===== config.mk =====
export PLATFORM = sky130hd
export DESIGN_NAME = clk_freq_monitor
export DESIGN_NICKNAME = d
export VERILOG_FILES = /design/src/rtl/clk_freq_monitor.sv
export SDC_FILE = /design/constraint.sdc
export NUM_CORES = 1
export LEC_CHECK = 0
export ABC_AREA = 0
export BUFFER_PORTS_ARGS = -buffer_cell sky130_fd_sc_hd__buf_2
export CORE_MARGIN = 3
export CORE_UTILIZATION = 40
export CTS_CLUSTER_DIAMETER = 80
export DETAILED_ROUTE_END_ITERATION = 6
export GPL_TIMING_DRIVEN = 0
export SLEW_MARGIN = 20
export SYNTH_ARGS = -nofsm -noshare
export SYNTH_HDL_FRONTEND = slang
export SYNTH_SLANG_ARGS = --single-unit
export TNS_END_PERCENT = 10

===== constraint.sdc =====
create_clock -name clk_i -period 7.35 [get_ports clk_i]
set_input_delay 1.47 -clock clk_i [delete_from_list [all_inputs] [get_ports clk_i]]
set_output_delay 1.47 -clock clk_i [all_outputs]
set_load 0.02 [all_outputs]

===== src/rtl/clk_freq_monitor.sv =====
// clk_freq_monitor: counts clk_i cycles per reference window and checks the result against a range
module clk_freq_monitor #(
  parameter int CntWidth      = 16,
  parameter int NumRefPeriods = 1,
  parameter int SyncStages    = 2,
  parameter int LockCount     = 4
) (
  input  logic                clk_i,
  input  logic                rst_ni,
  input  logic                en_i,
  input  logic                rt_clk_i,
  input  logic [CntWidth-1:0] thr_lo_i,
  input  logic [CntWidth-1:0] thr_hi_i,
  output logic [CntWidth-1:0] meas_o,
  output logic                meas_valid_o,
  output logic                in_range_o,
  output logic                lock_o,
  output logic                timeout_o,
  output logic                err_o
);
  localparam int EW = $clog2(NumRefPeriods + 1);
  localparam int LW = $clog2(LockCount + 1);
  localparam logic [1:0] IDLE = 2'd0, ARM = 2'd1, MEAS = 2'd2;
  logic [SyncStages-1:0] sync_q;
  logic                  sync_prev;
  logic [SyncStages:0]   vld_q;
  logic [1:0]            state;
  logic [CntWidth-1:0]   cnt, meas_next;
  logic [EW-1:0]         edge_cnt;
  logic [LW-1:0]         lock_cnt, lock_inc;
  logic                  ep, close_w, sat, in_rng;
  // Resynchronise rt_clk_i; vld_q marks when the whole edge history holds real samples,
  // so a reference clock that is already high at reset release gives no false edge.
  always_ff @(posedge clk_i or negedge rst_ni)
    if (!rst_ni) begin
      sync_q    <= '0;
      sync_prev <= 1'b0;
      vld_q     <= '0;
    end else begin
      sync_q    <= {sync_q[SyncStages-2:0], rt_clk_i};
      sync_prev <= sync_q[SyncStages-1];
      vld_q     <= {vld_q[SyncStages-1:0], 1'b1};
    end
  // Window events: closing edge, counter saturation, saturating result and range check
  always_comb begin
    ep        = vld_q[SyncStages] & sync_q[SyncStages-1] & ~sync_prev;
    close_w   = (state == MEAS) && ep && (edge_cnt == EW'(NumRefPeriods - 1));
    sat       = (state == MEAS) && (cnt == '1) && !close_w;
    meas_next = (cnt == '1) ? cnt : cnt + CntWidth'(1);
    in_rng    = (thr_lo_i <= meas_next) && (meas_next <= thr_hi_i);
    lock_inc  = (lock_cnt == LW'(LockCount)) ? lock_cnt : lock_cnt + LW'(1);
  end
  // Measurement FSM: a closing edge reopens the next window immediately
  always_ff @(posedge clk_i or negedge rst_ni)
    if (!rst_ni) begin
      state        <= IDLE;
      cnt          <= '0;
      edge_cnt     <= '0;
      lock_cnt     <= '0;
      meas_o       <= '0;
      meas_valid_o <= 1'b0;
      in_range_o   <= 1'b0;
      lock_o       <= 1'b0;
      timeout_o    <= 1'b0;
      err_o        <= 1'b0;
    end else begin
      meas_valid_o <= 1'b0;
      timeout_o    <= 1'b0;
      err_o        <= 1'b0;
      if (!en_i) begin
        state      <= IDLE;
        cnt        <= '0;
        edge_cnt   <= '0;
        lock_cnt   <= '0;
        lock_o     <= 1'b0;
        in_range_o <= 1'b0;
      end else if (state == IDLE) begin
        state <= ARM;
      end else if (state == ARM) begin
        if (ep) begin
          state    <= MEAS;
          cnt      <= '0;
          edge_cnt <= '0;
        end
      end else if (state != MEAS) begin
        state <= IDLE;
      end else if (close_w) begin
        meas_o       <= meas_next;
        meas_valid_o <= 1'b1;
        in_range_o   <= in_rng;
        lock_cnt     <= in_rng ? lock_inc : '0;
        lock_o       <= in_rng && (lock_inc >= LW'(LockCount));
        err_o        <= !in_rng && lock_o;
        cnt          <= '0;
        edge_cnt     <= '0;
      end else if (sat) begin
        timeout_o  <= 1'b1;
        err_o      <= lock_o;
        lock_o     <= 1'b0;
        lock_cnt   <= '0;
        in_range_o <= 1'b0;
        state      <= ARM;
        cnt        <= '0;
        edge_cnt   <= '0;
      end else begin
        cnt      <= cnt + CntWidth'(1);
        edge_cnt <= edge_cnt + EW'(ep);
      end
    end
endmodule

==> summary.txt <==
Synth
  – Synth Register Bits: 48
  – Syn nets: 450
  – Post-synth top area share: 36.3%
  – Yosys Warn Count: 0
  – Post-Syn Area: 3310 sq um
  – Top cells by area, synth: dfrtp_1, ha_1, o21ai_0, nand2_1, inv_1
  – Avg Cell Area, Syn: 8.61 sq um
  – Unique cell type count in the Yosys netlist: 52
  – Syn Inst Count: 384
  – Synth area leader: dfrtp_1
  – Seq/Total Area, Yosys: 36.3%

GRT
  – GRT Residual Overflow: 0
  – Initial antenna violation count: 0
  – Vias in the first global route: 2815
  – First-pass GRT wire length: 13500 um
  – GRT Util Overall: 17.3%
  – Pin count of the biggest net entering global routing: 49

Clock network
  – PostCTS Resize Cnt: 0
  – Worst skew pair latency: 310 ps
  – TritonCTS clock tree: yes
  – Number of buffers created by CTS: 5
  – CTS Sinks: 48
  – Worst-path clk slew: 100 ps
  – Postcts setup bufs: 0
  – Longest Clk Path Bufs: 2
  – H-tree depth: 2
  – Cts hold-fix bufs: 0
  – CTS root buffer: clkbuf_8

Power and ir drop
  – Leakage power total: 1.91 nW
  – VDD IR max: 0.0000643 V
  – Total design power: 513 uW
  – Pwr dens: 134 nW/um^2

Worst setup path
  – Crit Path Max Fanout: 8
  – Reg2Reg Depth: 18
  – Crit. End Element: register
  – Critical Path AT: 4590 ps
  – CP Launch Type: register
  – R2R Setup Slk: 2950 ps
  – R2R Path Start: cnt[2]$_DFFE_PN0P_
  – Critical path class: register to register
  – Worst r2r dst: lock_cnt[0]$_DFFE_PN0P_
  – Worst Path Required: 7540 ps

Floorplan
  – IO Pins: 57
  – Total core area: 7890 sq um
  – Rows: 32
  – Die area: 9390 sq um
  – Die width: 96.9 um
  – Die height: 96.9 um
  – Initial Utilization: 41.9%

Finish
  – Final instance area: 3820 sq um
  – Diode count: 0
  – Fin util: 48.5%
  – Syn-to-layout area delta: 15.6%
  – Final net count: 512
  – Fillers: 812
  – Ratio of cells with drive above 1 in the final layout: 19.2%

Timing
  – Post-layout min period: 4400 ps
  – Fmax: 227 MHz
  – Worst Skew: 8.76 ps
  – Final Slew Violations: 0
  – Worst hold margin: 357 ps
  – RSZ-0062 raised after global routing: false
  – Fin. Hold Viols: 0
  – Setup TNS: 0 ps
  – Period utilization: 59.8%
  – Final setup violation count: 0
  – Slew HR: 56.3%
  – Worst slew pin tran: 652 ps

Routing
  – 1st-pass router iterations: 4
  – Vias/cell: 5.22
  – M1 WL: 3880 um
  – Routed wire length: 7950 um
  – WL met3: 301 um
  – DR top layer: met4
  – DR WL met2: 3680 um
  – Detailed router's first-iteration violation count: 64
  – Post-route antenna net violation count: 0
  – Vias post-DR: 2868
  – Post-DR wirelength/cell: 14.5 um
  – DRC: 0

Flow run
  – Maxcap violations: 0

Worst hold path
  – Hold Crit Endpoint: sync_q[1]$_DFF_PN0_
  – Number of cells on the worst hold path: 0
  – Hold Path Class: register to register
  – Worst Hold Launch: sync_q[0]$_DFF_PN0_

Run status
  – Outcome: finished clean

Placed design
  – Gp weighted congestion: 0.812
  – Hpwl dp: 6230 um
  – Area after DPL: 3710 sq um
  – I/O Buffers: 55
sequential cells by signal, summed over array words and instances, names as in the netlist:
name          count
meas_o           16
sync_q            2
lock_o            1
sync_prev         1
edge_cnt          1
err_o             1
vld_q             3
cnt              16
state             2
in_range_o        1
meas_valid_o      1
lock_cnt          2
timeout_o         1
cell usage in the layout, fill, tap and decap left out, drive strengths merged, types with 2 or more instances in the layout:
cell	count
buf	62
nand2	54
dfrtp	48
o21ai	44
inv	37
ha	30
nor2	15
clkbuf	14
a21oi	13
nand3	12
and3	11
xnor2	9
nor3	8
nand4	7
a21o	7
o31ai	7
and2	6
mux2i	5
xor2	5
a211o	4
o211ai	4
or2	4
nor2b	4
a31oi	3
nand2b	3
nor4	3
o21a	3
and4	3
nor4b	3
a22o	2
a211oi	2
cells in the mapped netlist (all sizes together):
master and number:
o21a 3, mux2i 5, a31oi 3, mux2 1, o211ai 4, a21oi 13, a2bb2oi 1, o21ai 44
nand3 12, inv 37, o22ai 1, dfrtp 48, or2 4, nor4b 3, and3 11, nand2b 3
nand4 7, a2111o 1, nor3 8, nand3b 1, nand2 54, buf 7, o22a 1, a221o 1
clkbuf 9, ha 30, a22o 2, nor2 15, maj3 1, and2 6, nor4 3, nor3b 1
nor2b 4, conb 1, o31ai 7, o221a 1, xnor2 9, and4 3, a211o 4, xor2 5
o311ai 1, a21o 7, a211oi 2
metal layers:
layer  vias to the layer above  GRT usage, %
li1                       1468             -
met1                      1345          23.6
met2                        47          27.9
met3                         8          3.89
met4                         0          4.21
met5                         -             0
kinds of logic (layout without fill, tap and decap cells):
group | after synthesis | count (layout) | synth area share (%)
flops | 48 | 48 | 36.3
mux | 6 | 6 | 1.85
simple gates | 135 | 135 | 20.9
buf+inv | 53 | 116 | 7.00
other cells | 1 | 1 | 0.113
xor+xnor | 14 | 14 | 3.71
compound gates | 96 | 96 | 18.4
fa+ha+maj | 31 | 31 | 11.7
how the worst max path moves through the flow:
| stage | slack, ps | cells after the start | endpoint | start |
|---|---|---|---|---|
| global placement | 3110 | 18 | lock_cnt[0]$_DFFE_PN0P_ | cnt[2]$_DFFE_PN0P_ |
| finish | 2950 | 18 | lock_cnt[0]$_DFFE_PN0P_ | cnt[2]$_DFFE_PN0P_ |
| detailed placement | 3030 | 18 | lock_cnt[0]$_DFFE_PN0P_ | cnt[2]$_DFFE_PN0P_ |
| floorplan | 3700 | 18 | lock_cnt[0]$_DFFE_PN0P_ | cnt[2]$_DFFE_PN0P_ |
| CTS | 2980 | 18 | lock_cnt[0]$_DFFE_PN0P_ | cnt[2]$_DFFE_PN0P_ |
| global route | 2690 | 18 | lock_cnt[0]$_DFFE_PN0P_ | cnt[2]$_DFFE_PN0P_ |
where the power goes:
part	total, mW	internal [mW]	switching, mW
Clock	0.196	0.101	0.0948
Combinational	0.0496	0.0209	0.0287
Sequential	0.268	0.266	0.00135
layout make-up:
type | count | area [sq um] | share of cell area [%]
multi-input cells | 283 | 1870 | 49.0
flip-flops and latches | 48 | 1200 | 31.4
repair buffers | 55 | 278 | 7.26
inverters | 37 | 139 | 3.63
well taps | 102 | 128 | 3.34
plain buffers | 16 | 92.6 | 2.42
clock buffers | 5 | 68.8 | 1.80
clock inverters | 3 | 42.5 | 1.11
critical path, cell delays in order (launching register included):
cell	delay [ps]
dfrtp_1	330
buf_4	140
and3_1	240
and3_1	170
clkbuf_1	280
nand3_1	210
nor2_1	280
and3_1	250
xnor2_1	150
nand2_1	140
ha_1	330
and4_1	260
nand4_1	180
nor4b_1	290
mux2_2	200
o21ai_0	100
a21oi_2	330
nor3_2	110
a221o_1	300
stage by stage:
step,setup slack (ps),instances
after detailed placement,3030,541
after CTS,2980,549
final,2950,549
after global routing,2690,549
after global placement,3110,541
after floorplan,3700,384
Note: power is estimated with default switching activity, not from simulation.
